**src/rtl/memory_1r1w_pipe.sv**
```systemverilog
// Byte-masked 1-read/1-write memory with 1- or 2-cycle registered read and selectable collision mode.
// Optional post-reset zero-fill sequencer compiled in with `define MEMORY_1R1W_PIPE_CLEAR_EN.
module memory_1r1w_pipe #(
  parameter int DATA_WIDTH   = 64,
  parameter int ADDR_WIDTH   = 5,
  parameter int READ_LATENCY = 1,
  parameter int WRITE_FIRST  = 0
) (
  input  logic                    clock,
  input  logic                    reset,
  input  logic                    ren,
  input  logic [ADDR_WIDTH-1:0]   raddr,
  output logic                    rvalid,
  output logic [DATA_WIDTH-1:0]   rdata,
  input  logic                    wen,
  input  logic [ADDR_WIDTH-1:0]   waddr,
  input  logic [DATA_WIDTH-1:0]   wdata,
  input  logic [DATA_WIDTH/8-1:0] wmask,
  output logic                    busy
);

  localparam int DEPTH = 2 ** ADDR_WIDTH;
  localparam int LANES = DATA_WIDTH / 8;

  logic [DATA_WIDTH-1:0] mem [DEPTH];
  logic [DATA_WIDTH-1:0] lane_bits;
  logic [DATA_WIDTH-1:0] read_old;
  logic [DATA_WIDTH-1:0] read_word;
  logic                  rd_fire;
  logic                  wr_fire;
  logic                  s1_valid_reg;
  logic [DATA_WIDTH-1:0] s1_data_reg;

  genvar gi;
  generate
    for (gi = 0; gi < LANES; gi++) begin : g_lane
      assign lane_bits[8*gi +: 8] = {8{wmask[gi]}};
    end
  endgenerate

`ifdef MEMORY_1R1W_PIPE_CLEAR_EN
  logic                  clear_active_reg;
  logic [ADDR_WIDTH-1:0] clear_addr_reg;
  logic                  clear_fire;

  // Reset parks the sweep at address 0; it runs once reset is released.
  always_ff @(posedge clock) begin
    if (reset) begin
      clear_active_reg <= 1'b1;
      clear_addr_reg   <= '0;
    end else if (clear_active_reg) begin
      clear_addr_reg <= clear_addr_reg + 1'b1;
      if (clear_addr_reg == '1) begin
        clear_active_reg <= 1'b0;
      end
    end
  end

  assign busy       = reset | clear_active_reg;
  assign clear_fire = clear_active_reg & ~reset;
`else
  assign busy = 1'b0;
`endif

  assign rd_fire  = ren & ~busy & ~reset;
  assign wr_fire  = wen & ~busy & ~reset;
  assign read_old = mem[raddr];

  generate
    if (WRITE_FIRST != 0) begin : g_write_first
      logic collide;
      assign collide   = wr_fire && (waddr == raddr);
      assign read_word = collide ? ((wdata & lane_bits) | (read_old & ~lane_bits)) : read_old;
    end else begin : g_read_first
      assign read_word = read_old;
    end
  endgenerate

  always_ff @(posedge clock) begin
    if (wr_fire) begin
      for (int b = 0; b < LANES; b++) begin
        if (wmask[b]) begin
          mem[waddr][8*b +: 8] <= wdata[8*b +: 8];
        end
      end
    end
`ifdef MEMORY_1R1W_PIPE_CLEAR_EN
    else if (clear_fire) begin
      mem[clear_addr_reg] <= '0;
    end
`endif
  end

  // Data registers only load on a delivered read so rdata holds between results.
  always_ff @(posedge clock) begin
    if (reset) begin
      s1_valid_reg <= 1'b0;
      s1_data_reg  <= '0;
    end else begin
      s1_valid_reg <= rd_fire;
      if (rd_fire) begin
        s1_data_reg <= read_word;
      end
    end
  end

  generate
    if (READ_LATENCY == 2) begin : g_lat2
      logic                  s2_valid_reg;
      logic [DATA_WIDTH-1:0] s2_data_reg;

      always_ff @(posedge clock) begin
        if (reset) begin
          s2_valid_reg <= 1'b0;
          s2_data_reg  <= '0;
        end else begin
          s2_valid_reg <= s1_valid_reg;
          if (s1_valid_reg) begin
            s2_data_reg <= s1_data_reg;
          end
        end
      end

      assign rvalid = s2_valid_reg;
      assign rdata  = s2_data_reg;
    end else begin : g_lat1
      assign rvalid = s1_valid_reg;
      assign rdata  = s1_data_reg;
    end
  endgenerate

endmodule

```
**config.mk**
```make
export PLATFORM = sky130hd
export DESIGN_NAME = memory_1r1w_pipe
export DESIGN_NICKNAME = d
export VERILOG_FILES = /design/src/rtl/memory_1r1w_pipe.sv
export SDC_FILE = /design/constraint.sdc
export NUM_CORES = 2
export LEC_CHECK = 0
export ABC_CLOCK_PERIOD_IN_PS = 2600
export CORE_MARGIN = 1.5
export CORE_UTILIZATION = 35
export DETAILED_ROUTE_END_ITERATION = 6
export SLEW_MARGIN = 5
export SYNTH_ARGS = -nofsm -noshare
export SYNTH_HDL_FRONTEND = slang
export SYNTH_SLANG_ARGS = --single-unit
```
**constraint.sdc**
```tcl
create_clock -name clock -period 2.6 [get_ports clock]
set_clock_uncertainty 0.2 [all_clocks]
set_input_delay 0.39 -clock clock [delete_from_list [all_inputs] [get_ports clock]]
set_output_delay 0.39 -clock clock [all_outputs]
set_load 0.02 [all_outputs]
```
==> flow_metrics.env <==
export IMPL_run_status="completed"
export IMPL_grt_remaining_overflow=0
export IMPL_clock_sinks=2113
export IMPL_initial_core_util_pct=35.3
export IMPL_cts_setup_buffers=0
export IMPL_io_pins=152
export IMPL_drt_pre_antenna_iters=5
export IMPL_hold_violations=0
export IMPL_core_um2=233000
export IMPL_fin_area_um2=98600
export IMPL_critPathBufInv=1
export IMPL_synth_top_cell_area_share_pct=74.9
export IMPL_ys_dominant_reg_cell="sky130_fd_sc_hd__edfxtp_1"
export IMPL_first_global_vias=42100
export IMPL_worst_endpoint_required_ns=2.01
export IMPL_post_route_worst_setup_slack_ns=0.0882
export IMPL_kind_of_start_point_of_the_critical_path="flip-flop"
export IMPL_critical_path_cell_chain="clkdlybuf4s50_1"
export IMPL_element_type_at_the_critical_path_end="output pin"
export IMPL_syn_area_um2=82100
export IMPL_synth_area_top_cells="sky130_fd_sc_hd__edfxtp_1, sky130_fd_sc_hd__mux4_2, sky130_fd_sc_hd__mux2_2, sky130_fd_sc_hd__dfxtp_1, sky130_fd_sc_hd__mux2i_1"
export IMPL_max_slew_margin_rel_pct=54.6
export IMPL_yosys_warnings=0
export IMPL_clock_fmax_mhz=398
export IMPL_post_route_worst_hold_slack_ns=0.0697
export IMPL_worst_ir_drop_vdd_v=0.000815
export IMPL_nets=4736
export IMPL_tns_ns=0
export IMPL_port_buffers=150
export IMPL_die_height_um=487
export IMPL_rows=177
export IMPL_critical_path_peak_fanout=3
export IMPL_arrival_ns=1.92
export IMPL_num_vias=41400
export IMPL_netlist_top_cell_by_area="sky130_fd_sc_hd__edfxtp_1"
export IMPL_synth_yosys_seq_area_share_pct=76.5
export IMPL_ys_seq_elements=2113
export IMPL_globalRouteTotalUtil_pct=17.9
export IMPL_postSynthCellCount=3868
export IMPL_synth_most_common_cell="sky130_fd_sc_hd__edfxtp_1"
export IMPL_cap_violations=0
export IMPL_tritoncts_num_buffers=200
export IMPL_detailedRoute_firstIterationViolations=4369
export IMPL_setup_worst_path_class="flip-flop to output pin"
export IMPL_power_per_cell_area_nw_per_um2=710
export IMPL_post_route_cells_drive_above_1_share_pct=32.6
export IMPL_insertion_delay_to_the_later_sink_of_the_worst_skew_pair_ns=0.84
export IMPL_dp_worst_setup_slack_ns=-0.189
export IMPL_num_fill_cells=20100
export IMPL_power_leakage_nw=31.8
export IMPL_route_detailed_wl_per_inst_um=26.9
export IMPL_clock_tree_buffer_depth=3
export IMPL_grt_first_pass_wirelength_um=306000
export IMPL_syn_area_per_cell_um2=21.2
export IMPL_grt_antenna_before_repair=14
export IMPL_place_detailed_hpwl_um=142000
export IMPL_clk_pin_slew_ns=0.06
export IMPL_critical_path_top_delay_family="buffers and inverters"
export IMPL_worst_pin_slew_ns=0.678
export IMPL_drc=0
export IMPL_final_period_minus_worst_setup_slack_ns=2.51
export IMPL_ys_async_sr_fraction_pct=0
export IMPL_tritoncts="yes"
export IMPL_report_final_setup_viol=0
export IMPL_hold_path_class="input pin to flip-flop"
export IMPL_synth_net_count=3954
export IMPL_synth_edf_count=2048
export IMPL_ant_nets=0
export IMPL_netlist_cell_type_count=40
export IMPL_grt_max_degree=51
export IMPL_areaGrowthSynthToFinish_pct=20.1
export IMPL_place_congestion=0.792
export IMPL_vias_per_cell=5.20
export IMPL_cts_htree_levels=4
export IMPL_drt_wl_total_um=214000
export IMPL_worst_path_largest_cell_delay_ns=0.65
export IMPL_cts_root_buf="sky130_fd_sc_hd__clkbuf_16"
export IMPL_netlist_top_cells_count="sky130_fd_sc_hd__edfxtp_1, sky130_fd_sc_hd__mux4_2, sky130_fd_sc_hd__nor2_1"
export IMPL_total_power_w=0.0699
export IMPL_slew_violations=0
export IMPL_critical_path_slowest_cell="sky130_fd_sc_hd__clkdlybuf4s50_1"
export IMPL_period_share_pct=96.6
export IMPL_die_width_um=487
export IMPL_dieArea_um2=237000
export IMPL_rsz_0062_raised_after_global_routing="no"
export IMPL_placed_area_um2=92400
-- cell type report --
| class | instances | area [um^2] | share of cell area [%] |
|---|---|---|---|
| Timing Repair Buffer | 808 | 7530 | 7.64 |
| Multi-Input combinational cell | 1524 | 18100 | 18.3 |
| Clock inverter | 112 | 865 | 0.877 |
| Tap cell | 3132 | 3920 | 3.98 |
| Sequential cell | 2113 | 62800 | 63.7 |
| Antenna cell | 1 | 2.50 | 0.00254 |
| Clock buffer | 262 | 5360 | 5.44 |
| Inverter | 3 | 11.3 | 0.0114 |
-- power breakdown --
part / switching, W / internal (W)
logic: 0.00236 / 0.00183
registers: 0.000190 / 0.0375
clock network: 0.0126 / 0.0154
-- final timing paths --
path                    start   endpoint  slack, ns  cells after the start
setup / recovery    rdata[25]  rdata[25]       0.09                      1
setup reg to reg  mem[23][30]  rdata[30]       0.60                      5
hold reg to reg      rdata[3]   rdata[3]       0.39                      2
hold / removal          reset  rdata[58]       0.07                      5
-- metal layers --
metal | track usage (%) | up-vias | wire, um
li1 | - | 17600 | -
met2 | 29.8 | 1443 | 106000
met1 | 23.9 | 22100 | 88300
met4 | 4.77 | 4 | 5270
met3 | 3.55 | 311 | 14700
met5 | 0 | - | 27
-- state kept, by name (all words and copies together), names as in the netlist --
register / cells
mem: 2048
rdata: 64
rvalid: 1
-- cell families (layout without fill, tap and decap cells) --
family	Yosys count	in the layout	synth area share, %
flip-flops	2113	2113	76.5
multiplexers	754	754	17.2
AND/OR/NAND/NOR	464	464	2.57
AO/OA/AOI/OAI	305	305	2.23
buffers and inverters	231	1185	1.50
other	1	2	0.00457
-- placed cells by master (no fill, tap or decap), types with 5 or more instances in the layout --
cell type,count
sky130_fd_sc_hd__nor2b_1,62
sky130_fd_sc_hd__clkbuf_1,52
sky130_fd_sc_hd__dfxtp_2,10
sky130_fd_sc_hd__dlygate4sd2_1,24
sky130_fd_sc_hd__edfxtp_1,2048
sky130_fd_sc_hd__inv_6,7
sky130_fd_sc_hd__a211oi_1,60
sky130_fd_sc_hd__clkinv_1,56
sky130_fd_sc_hd__nand2b_1,61
sky130_fd_sc_hd__buf_12,89
sky130_fd_sc_hd__mux2_2,117
sky130_fd_sc_hd__mux4_2,512
sky130_fd_sc_hd__dfxtp_1,55
sky130_fd_sc_hd__clkdlybuf4s50_1,118
sky130_fd_sc_hd__clkbuf_8,8
sky130_fd_sc_hd__nor2_1,264
sky130_fd_sc_hd__nor3_1,7
sky130_fd_sc_hd__clkinvlp_4,5
sky130_fd_sc_hd__clkinv_2,28
sky130_fd_sc_hd__buf_4,570
sky130_fd_sc_hd__o21ai_0,104
sky130_fd_sc_hd__bufinv_16,9
sky130_fd_sc_hd__nor3b_1,5
sky130_fd_sc_hd__clkbuf_16,202
sky130_fd_sc_hd__a21oi_1,55
sky130_fd_sc_hd__o22ai_1,64
sky130_fd_sc_hd__mux2i_1,125
sky130_fd_sc_hd__nand2_1,49
-- per-stage QoR --
step | util (%) | std cells
final | 42.4 | 7955
after floorplan | - | 3868
after global routing | 42.4 | 7954
after detailed placement | 39.7 | 7578
after CTS | 42.4 | 7954
after global placement | 39.7 | 7578
-- what timing repair did --
| item | 4_1_cts | 5_1_grt |
|---|---|---|
| gates cloned | 0 | 0 |
| hold endpoints to repair | 6 | 0 |
| hold buffers | 2 | 0 |
| gates resized for setup | 34 | 1 |
| endpoints found under the setup margin | 30 | 1 |
Note: power is estimated with default switching activity, not from simulation.
